==> src/rtl/noc_pkg.sv <==
// noc_pkg: shared types and helpers for the router input/output ports.
//   - flit geometry and field bit positions
//   - flit_type_t, port_t enums
//   - xy_route(): dimension-ordered (X first, then Y) route computation
package noc_pkg;

    localparam int FLIT_W    = 16;
    localparam int NUM_PORTS = 5;
    localparam int COORD_W   = 3;

    localparam int TYPE_HI = 15;
    localparam int TYPE_LO = 14;
    localparam int DX_HI   = 13;
    localparam int DX_LO   = 11;
    localparam int DY_HI   = 10;
    localparam int DY_LO   = 8;

    typedef enum logic [1:0] {
        BODY   = 2'b00,
        HEAD   = 2'b01,
        TAIL   = 2'b10,
        SINGLE = 2'b11
    } flit_type_t;

    // Value doubles as the bit index in the one-hot request vector.
    typedef enum logic [2:0] {
        P_L = 3'd0,
        P_N = 3'd1,
        P_E = 3'd2,
        P_S = 3'd3,
        P_W = 3'd4
    } port_t;

    // X is resolved completely before Y, which keeps XY routing deadlock-free.
    function automatic port_t xy_route(input logic [COORD_W-1:0] dest_x,
                                       input logic [COORD_W-1:0] dest_y,
                                       input logic [COORD_W-1:0] my_x,
                                       input logic [COORD_W-1:0] my_y);
        if (dest_x > my_x)      return P_E;
        else if (dest_x < my_x) return P_W;
        else if (dest_y > my_y) return P_N;
        else if (dest_y < my_y) return P_S;
        else                    return P_L;
    endfunction

endpackage

==> src/rtl/noc_input_port_if.sv <==
// noc_input_port_if: link and allocator signals of one router input port.
//   data_i/valid_i  : flit stream from the upstream router
//   credit_o        : one-cycle credit return to upstream
//   req_o/grant_i   : one-hot output-port request and its grant
//   data_o/empty_o  : head-of-buffer flit and buffer-empty flag
//   err_o           : sticky protocol error (only with NOC_INPUT_PORT_ERR_EN)
// Modports: slave = the input port, master = the driving environment.
interface noc_input_port_if
    import noc_pkg::*;
#(
    parameter int WIDTH = FLIT_W
);
    logic [WIDTH-1:0]     data_i;
    logic                 valid_i;
    logic                 credit_o;
    logic [NUM_PORTS-1:0] req_o;
    logic                 grant_i;
    logic [WIDTH-1:0]     data_o;
    logic                 empty_o;
`ifdef NOC_INPUT_PORT_ERR_EN
    logic                 err_o;
`endif

    modport slave (
        input  data_i, valid_i, grant_i,
`ifdef NOC_INPUT_PORT_ERR_EN
        output err_o,
`endif
        output credit_o, req_o, data_o, empty_o
    );

    modport master (
        output data_i, valid_i, grant_i,
`ifdef NOC_INPUT_PORT_ERR_EN
        input  err_o,
`endif
        input  credit_o, req_o, data_o, empty_o
    );

endinterface

==> src/rtl/noc_fifo.sv <==
// noc_fifo: synchronous FIFO with registered occupancy count.
//   push_i/data_i : write request, ignored while full (even with a pop)
//   pop_i         : read request, ignored while empty
//   data_o        : head entry, forced to zero while empty
//   count_o/full_o/empty_o : occupancy
// Reset is synchronous, active-high.
module noc_fifo #(
    parameter int WIDTH = 16,
    parameter int DEPTH = 5,
    localparam int PTR_W = (DEPTH > 1) ? $clog2(DEPTH) : 1,
    localparam int CNT_W = $clog2(DEPTH + 1)
) (
    input  logic             clk,
    input  logic             rst,
    input  logic             push_i,
    input  logic [WIDTH-1:0] data_i,
    input  logic             pop_i,
    output logic [WIDTH-1:0] data_o,
    output logic [CNT_W-1:0] count_o,
    output logic             full_o,
    output logic             empty_o
);

    logic [WIDTH-1:0] mem_q [DEPTH];
    logic [WIDTH-1:0] mem_d [DEPTH];
    logic [PTR_W-1:0] wr_q, wr_d, rd_q, rd_d;
    logic [CNT_W-1:0] count_q, count_d;
    logic             do_push, do_pop;

    function automatic logic [PTR_W-1:0] ptr_inc(input logic [PTR_W-1:0] p);
        return (p == PTR_W'(DEPTH - 1)) ? '0 : p + PTR_W'(1);
    endfunction

    assign full_o  = (count_q == CNT_W'(DEPTH));
    assign empty_o = (count_q == '0);
    assign count_o = count_q;
    assign do_push = push_i && !full_o;
    assign do_pop  = pop_i && !empty_o;
    assign data_o  = empty_o ? '0 : mem_q[rd_q];

    always_comb begin
        mem_d   = mem_q;
        wr_d    = wr_q;
        rd_d    = rd_q;
        count_d = count_q;
        if (do_push) begin
            mem_d[wr_q] = data_i;
            wr_d        = ptr_inc(wr_q);
        end
        if (do_pop) begin
            rd_d = ptr_inc(rd_q);
        end
        case ({do_push, do_pop})
            2'b10:   count_d = count_q + CNT_W'(1);
            2'b01:   count_d = count_q - CNT_W'(1);
            default: count_d = count_q;
        endcase
    end

    always_ff @(posedge clk) begin
        if (rst) begin
            wr_q    <= '0;
            rd_q    <= '0;
            count_q <= '0;
        end else begin
            wr_q    <= wr_d;
            rd_q    <= rd_d;
            count_q <= count_d;
        end
    end

    // Storage needs no reset: data_o is masked while the FIFO is empty.
    always_ff @(posedge clk) begin
        mem_q <= mem_d;
    end

endmodule

==> src/rtl/noc_input_port.sv <==
// noc_input_port: receiving end of a credit-based router-to-router link.
// Buffers incoming flits, routes each packet by XY on its head flit, holds the
// one-hot request to the switch allocator until the tail leaves, and returns
// one credit per flit removed from the buffer.
//   clk, rst : clock, synchronous active-high reset
//   port_if  : noc_input_port_if.slave (link, allocator and status signals)
// Optional macro NOC_INPUT_PORT_ERR_EN adds sticky err_o, set by a refused
// push (credit violation) or by discarding an orphan BODY/TAIL flit.
//
// state  | meaning
// IDLE   | no packet open; route a HEAD/SINGLE head flit or discard an orphan
// ACTIVE | packet open; request route_q until the TAIL/SINGLE flit is granted
module noc_input_port
    import noc_pkg::*;
#(
    parameter int DEPTH   = 5,
    parameter int WIDTH   = 16,
    parameter int X_COORD = 0,
    parameter int Y_COORD = 0
) (
    input  logic              clk,
    input  logic              rst,
    noc_input_port_if.slave   port_if
);

    localparam int CNT_W = $clog2(DEPTH + 1);

    typedef enum logic {IDLE, ACTIVE} state_t;

    state_t               state_q, state_d;
    logic [NUM_PORTS-1:0] route_q, route_d;
    logic                 credit_q, credit_d;
    logic                 pop;
    logic [WIDTH-1:0]     fifo_head;
    logic [CNT_W-1:0]     fifo_count;
    logic                 fifo_full, fifo_empty;
    flit_type_t           head_type;

    noc_fifo #(
        .WIDTH (WIDTH),
        .DEPTH (DEPTH)
    ) u_fifo (
        .clk     (clk),
        .rst     (rst),
        .push_i  (port_if.valid_i),
        .data_i  (port_if.data_i),
        .pop_i   (pop),
        .data_o  (fifo_head),
        .count_o (fifo_count),
        .full_o  (fifo_full),
        .empty_o (fifo_empty)
    );

    assign head_type = flit_type_t'(fifo_head[TYPE_HI:TYPE_LO]);

    always_ff @(posedge clk) begin
        if (rst) begin
            state_q  <= IDLE;
            route_q  <= '0;
            credit_q <= 1'b0;
        end else begin
            state_q  <= state_d;
            route_q  <= route_d;
            credit_q <= credit_d;
        end
    end

    always_comb begin
        state_d = state_q;
        route_d = route_q;
        pop     = 1'b0;
        case (state_q)
            IDLE: begin
                if (!fifo_empty) begin
                    if (head_type == HEAD || head_type == SINGLE) begin
                        route_d = NUM_PORTS'(1) << xy_route(fifo_head[DX_HI:DX_LO],
                                                            fifo_head[DY_HI:DY_LO],
                                                            COORD_W'(X_COORD),
                                                            COORD_W'(Y_COORD));
                        state_d = ACTIVE;
                    end else begin
                        pop = 1'b1;
                    end
                end
            end
            ACTIVE: begin
                // route_q is one-hot here, so req_o != 0 reduces to !fifo_empty.
                if (!fifo_empty && port_if.grant_i) begin
                    pop = 1'b1;
                    if (head_type == TAIL || head_type == SINGLE) begin
                        state_d = IDLE;
                    end
                end
            end
            default: state_d = IDLE;
        endcase
        credit_d = pop;
    end

    always_comb begin
        port_if.req_o = '0;
        if (state_q == ACTIVE && !fifo_empty) begin
            port_if.req_o = route_q;
        end
    end

    assign port_if.credit_o = credit_q;
    assign port_if.data_o   = fifo_head;
    assign port_if.empty_o  = fifo_empty;

`ifdef NOC_INPUT_PORT_ERR_EN
    logic err_q, err_d;

    // An orphan discard is exactly a pop taken in IDLE.
    always_comb begin
        err_d = err_q
              | (port_if.valid_i && fifo_full)
              | (pop && state_q == IDLE);
    end

    always_ff @(posedge clk) begin
        if (rst) begin
            err_q <= 1'b0;
        end else begin
            err_q <= err_d;
        end
    end

    assign port_if.err_o = err_q;
`endif

    // FIFO occupancy flags must always agree with its count.
    always_ff @(posedge clk) begin
        if (!rst) begin
            assert (fifo_count <= CNT_W'(DEPTH)
                    && fifo_full == (fifo_count == CNT_W'(DEPTH))
                    && fifo_empty == (fifo_count == '0));
        end
    end

endmodule

==> src/flat_wrapper.sv <==
// flat-port wrapper written by rule: the top's interface ports become plain ports
module noc_input_port_flat import noc_pkg::*;
#(
    parameter int DEPTH   = 5,
    parameter int WIDTH   = 16,
    parameter int X_COORD = 0,
    parameter int Y_COORD = 0
)
  (clk, rst, port_if_data_i, port_if_valid_i, port_if_grant_i, port_if_credit_o, port_if_req_o, port_if_data_o, port_if_empty_o);
  noc_input_port_if #(.WIDTH(WIDTH)) port_if_i ();
  input  logic clk;
  input  logic rst;
  input wire logic [$bits(port_if_i.data_i)-1:0] port_if_data_i;
  input wire logic [$bits(port_if_i.valid_i)-1:0] port_if_valid_i;
  input wire logic [$bits(port_if_i.grant_i)-1:0] port_if_grant_i;
  output wire logic [$bits(port_if_i.credit_o)-1:0] port_if_credit_o;
  output wire logic [$bits(port_if_i.req_o)-1:0] port_if_req_o;
  output wire logic [$bits(port_if_i.data_o)-1:0] port_if_data_o;
  output wire logic [$bits(port_if_i.empty_o)-1:0] port_if_empty_o;
  assign port_if_i.data_i = port_if_data_i;
  assign port_if_i.valid_i = port_if_valid_i;
  assign port_if_i.grant_i = port_if_grant_i;
  assign port_if_credit_o = port_if_i.credit_o;
  assign port_if_req_o = port_if_i.req_o;
  assign port_if_data_o = port_if_i.data_o;
  assign port_if_empty_o = port_if_i.empty_o;
  noc_input_port #(.DEPTH(DEPTH), .WIDTH(WIDTH), .X_COORD(X_COORD), .Y_COORD(Y_COORD)) u_core (.clk(clk), .rst(rst), .port_if(port_if_i));
endmodule
==> config.mk <==
export PLATFORM = sky130hd
export DESIGN_NAME = noc_input_port_flat
export DESIGN_NICKNAME = d
export VERILOG_FILES = /design/src/rtl/noc_pkg.sv /design/src/rtl/noc_input_port_if.sv /design/src/rtl/noc_fifo.sv /design/src/rtl/noc_input_port.sv /design/src/flat_wrapper.sv
export SDC_FILE = /design/constraint.sdc
export NUM_CORES = 1
export LEC_CHECK = 0
export BUFFER_PORTS_ARGS = -buffer_cell sky130_fd_sc_hd__buf_2
export CORE_MARGIN = 10
export CORE_UTILIZATION = 32
export DETAILED_ROUTE_END_ITERATION = 8
export PLACE_DENSITY_LB_ADDON = 0.25
export SLEW_MARGIN = 15
export SYNTH_ARGS = -nofsm -noshare
export SYNTH_HDL_FRONTEND = slang
export SYNTH_HIERARCHICAL = 1
export SYNTH_SLANG_ARGS = --single-unit
==> constraint.sdc <==
create_clock -name clk -period 8.2 [get_ports clk]
set_input_delay 0 -clock clk [delete_from_list [all_inputs] [get_ports clk]]
set_output_delay 0 -clock clk [all_outputs]
set_load 0.1 [all_outputs]
==> impl_metrics.env <==
export IMPL_grt_max_degree=24
export IMPL_ys_types=39
export IMPL_ys_flop_type="edfxtp_1"
export IMPL_synth_top_area_share_pct=60.9
export IMPL_area_delta_synth_final_pct=22.8
export IMPL_core_area_sq_um=12100
export IMPL_ant_nets=0
export IMPL_rsz0062_at_grt="no"
export IMPL_synth_most_common_cell="edfxtp_1"
export IMPL_crit_path_start_kind="register"
export IMPL_timing_final_crit_share_pct=46.7
export IMPL_ir_drop_uv=142
export IMPL_grt_pass1_wl_um=13400
export IMPL_die_w_um=131
export IMPL_cts_buffers=9
export IMPL_synthCells=269
export IMPL_drt_initial_drc_count=265
export IMPL_synth_compound_area_share_pct=7.93
export IMPL_multi_input_area_sq_um=1150
export IMPL_die_h_um=131
export IMPL_p_sw_mw=0.849
export IMPL_drive_above_1_share_pct=31.1
export IMPL_wire_per_inst_um=16.7
export IMPL_power_density_nw_per_um2=373
export IMPL_yosys_area_share_simple_pct=8.31
export IMPL_synth_fp_nets=295
export IMPL_swShare_pct=47.0
export IMPL_dp_cells=473
export IMPL_antenna_found_initial=0
export IMPL_synthXorXnorAreaFrac_pct=0.444
export IMPL_finalWirelength_um=8450
export IMPL_route_detailed_drc=0
export IMPL_finalSetupTns_ns=0
export IMPL_io_pins=43
export IMPL_cts_root_buffer_cell="clkbuf_16"
export IMPL_seq_power_share_pct=32.7
export IMPL_via_per_inst=4.68
export IMPL_slew_violations=0
export IMPL_critPathCaptureType="register"
export IMPL_p_leak_nw=1.70
export IMPL_die_area_sq_um=17200
export IMPL_num_rows=40
export IMPL_track_usage_pct=10.2
export IMPL_yosys_warnings=6
export IMPL_maxCapViolCount=0
export IMPL_cts_clk_slew_worst_paths_ns=0.07
export IMPL_min_period_ns=3.83
export IMPL_ys_async_sr_fraction_pct=0
export IMPL_crit_arrival_ns=4.10
export IMPL_syn_area_per_cell_sq_um=14.7
export IMPL_clock_sinks=95
export IMPL_port_buffers=41
export IMPL_fillers=1130
export IMPL_critical_path_max_fanout=22
export IMPL_yosysTopAreaCell="edfxtp_1"
export IMPL_max_freq_mhz=261
export IMPL_hold_viol=0
export IMPL_p_clk_share_pct=24.1
export IMPL_slew_headroom_pct=32.5
export IMPL_clk_latency_ns=0.34
export IMPL_timing_worst_setup_path_type="reg -> reg"
export IMPL_p_comb_share_pct=43.2
export IMPL_cts_tree="yes"
export IMPL_synthAdderAreaFrac_pct=2.09
export IMPL_clk_path_buf_depth=2
export IMPL_synth_edf_count=80
export IMPL_hold_class="in -> reg"
export IMPL_synth_top_family_by_area="multiplexers"
export IMPL_fin_worst_skew_ns=0.00631
export IMPL_p_int_mw=0.959
export IMPL_grt_pass1_vias=2521
export IMPL_antenna_cells=0
export IMPL_required_ns=8.47
export IMPL_hpwl_um=5200
export IMPL_setup_violations=0
export IMPL_start_util_pct=32.7
export IMPL_outcome="finished, final reports clean"
export IMPL_fin_total_pwr_mw=1.81
export IMPL_final_nets=359
export IMPL_final_seq_area_sq_um=2700
export IMPL_htreeDepth=3
export IMPL_synth_mux_area_share_pct=9.39
export IMPL_synth_seq_area_share_pct=68.5
export IMPL_synth_area_top_cells="edfxtp_1 61%, mux2_2 8.6%, dfxtp_1 7.6%"
export IMPL_synth_area_sq_um=3940
export IMPL_tightest_slew_ns=1.01
export IMPL_synthTopCellsByCount="80 x edfxtp_1, 30 x mux2_2, 27 x a21oi_1, 20 x nand2_1, 16 x a22oi_1"
export IMPL_final_cells=506
export IMPL_synth_seq_cells=95
export IMPL_gr_total_overflow=0
export IMPL_gp_congestion=0.719
export IMPL_r2r_slack_ns=4.37
export IMPL_drtPass1Iterations=4
export IMPL_vias=2370
==> kinds of logic (layout without fill, tap and decap cells) <==
group	after synthesis	count (layout)
buffers and inverters	22	91
xor gates and xnor gates	2	2
other	1	1
AOI/OAI and AO/OA	52	52
muxes	32	32
and+or+nand+nor	59	59
adders and majority gates	6	6
DFF	95	95
==> flip-flops by register name, indices dropped and copies added (netlist names) <==
name and cells:
u_core/port_if.credit_o 1, u_core/u_fifo/count_o 3, u_core/u_fifo/rd_q 3, u_core/u_fifo/mem_q 80, u_core/route_q 4, u_core/state_q 1, u_core/u_fifo/wr_q 3
==> per-stage QoR <==
| stage | instance area, sq um | util [%] | hold slack (ns) | setup slack, ns |
|---|---|---|---|---|
| 2_1_floorplan | 3940 | - | 0.0691 | 4.18 |
| 3_3_place_gp | 4360 | 36.2 | 0.235 | 4.47 |
| 3_5_place_dp | 4360 | 36.2 | 0.237 | 4.35 |
| 4_1_cts | 4840 | 40.1 | 0.0125 | 4.35 |
| 5_1_grt | 4840 | 40.1 | 0.0464 | 4.05 |
| 6_report | 4840 | 40.1 | 0.00469 | 4.37 |
==> worst max-delay path, stage by stage (launching register included) <==
cell	delay, ns
dfxtp_1	0.74
buf_4	0.45
mux2_2	0.38
a22oi_1	0.18
a21oi_1	0.14
nor2_1	0.15
a21oi_1	0.06
nor2_1	0.09
o31a_1	0.28
ha_1	0.23
inv_1	0.06
fa_1	0.37
xor2_1	0.16
or3_1	0.31
a21oi_1	0.14
==> worst paths after layout <==
check                        start                  endpoint  cells after the start
max          u_core/u_fifo/rd_q[1]  u_core/u_fifo/count_o[2]                     14
min                port_if_grant_i   u_core/port_if.credit_o                      3
max reg2reg  u_core/u_fifo/rd_q[1]  u_core/u_fifo/count_o[2]                     14
min reg2reg      u_core/route_q[1]         u_core/route_q[1]                      2
==> routing by layer <==
layer | share of wire (%) | global-route usage, %
met5 | 0 | 0
met4 | 1.6 | 4.58
met3 | 4.6 | 2.10
met2 | 46 | 16.3
met1 | 47 | 12.9
==> placed cells by master, fill, tap and decap left out, types with 2 or more instances in the layout <==
| master | Yosys | final |
|---|---|---|
| inv_8 | 0 | 2 |
| nor2_1 | 9 | 9 |
| nor4_2 | 0 | 4 |
| xor2_1 | 2 | 2 |
| o21ai_0 | 5 | 5 |
| and2_1 | 4 | 4 |
| a21oi_1 | 27 | 27 |
| dlygate4sd3_1 | 0 | 17 |
| nand2_1 | 20 | 20 |
| edfxtp_1 | 80 | 80 |
| mux2_2 | 30 | 30 |
| nand3b_1 | 2 | 2 |
| a22oi_1 | 16 | 16 |
| clkbuf_16 | 0 | 9 |
| nand3_1 | 4 | 4 |
| buf_4 | 1 | 7 |
| nor3_1 | 6 | 6 |
| inv_1 | 10 | 10 |
| nor3b_4 | 2 | 2 |
| ha_1 | 5 | 5 |
| dfxtp_1 | 15 | 15 |
| buf_2 | 4 | 41 |
| inv_6 | 0 | 2 |
==> cell type report <==
cell class	instances	area share (%)
timing repair buffer	65	8.84
tap	168	4.34
clock inverter	7	1.78
clock buffer	9	4.65
inverter	10	0.775
sequential	95	55.8
multi-input combinational	152	23.8
==> what timing repair did <==
item                       CTS  global route
setup endpoints to repair    0             0
resized for setup            0             0
hold endpoints to repair    82             0
buffers inserted             0             0
hold buffers                17             0
==> power by group through the flow <==
stage               logic, mW  clock network, mW  registers [mW]
CTS                     0.791              0.442           0.591
global placement        0.779                  0           0.600
global route            0.829              0.461           0.596
floorplan               0.629                  0           0.605
detailed placement      0.782                  0           0.602
finish                  0.782              0.436           0.591
Note: power is estimated with default switching activity, not from simulation.
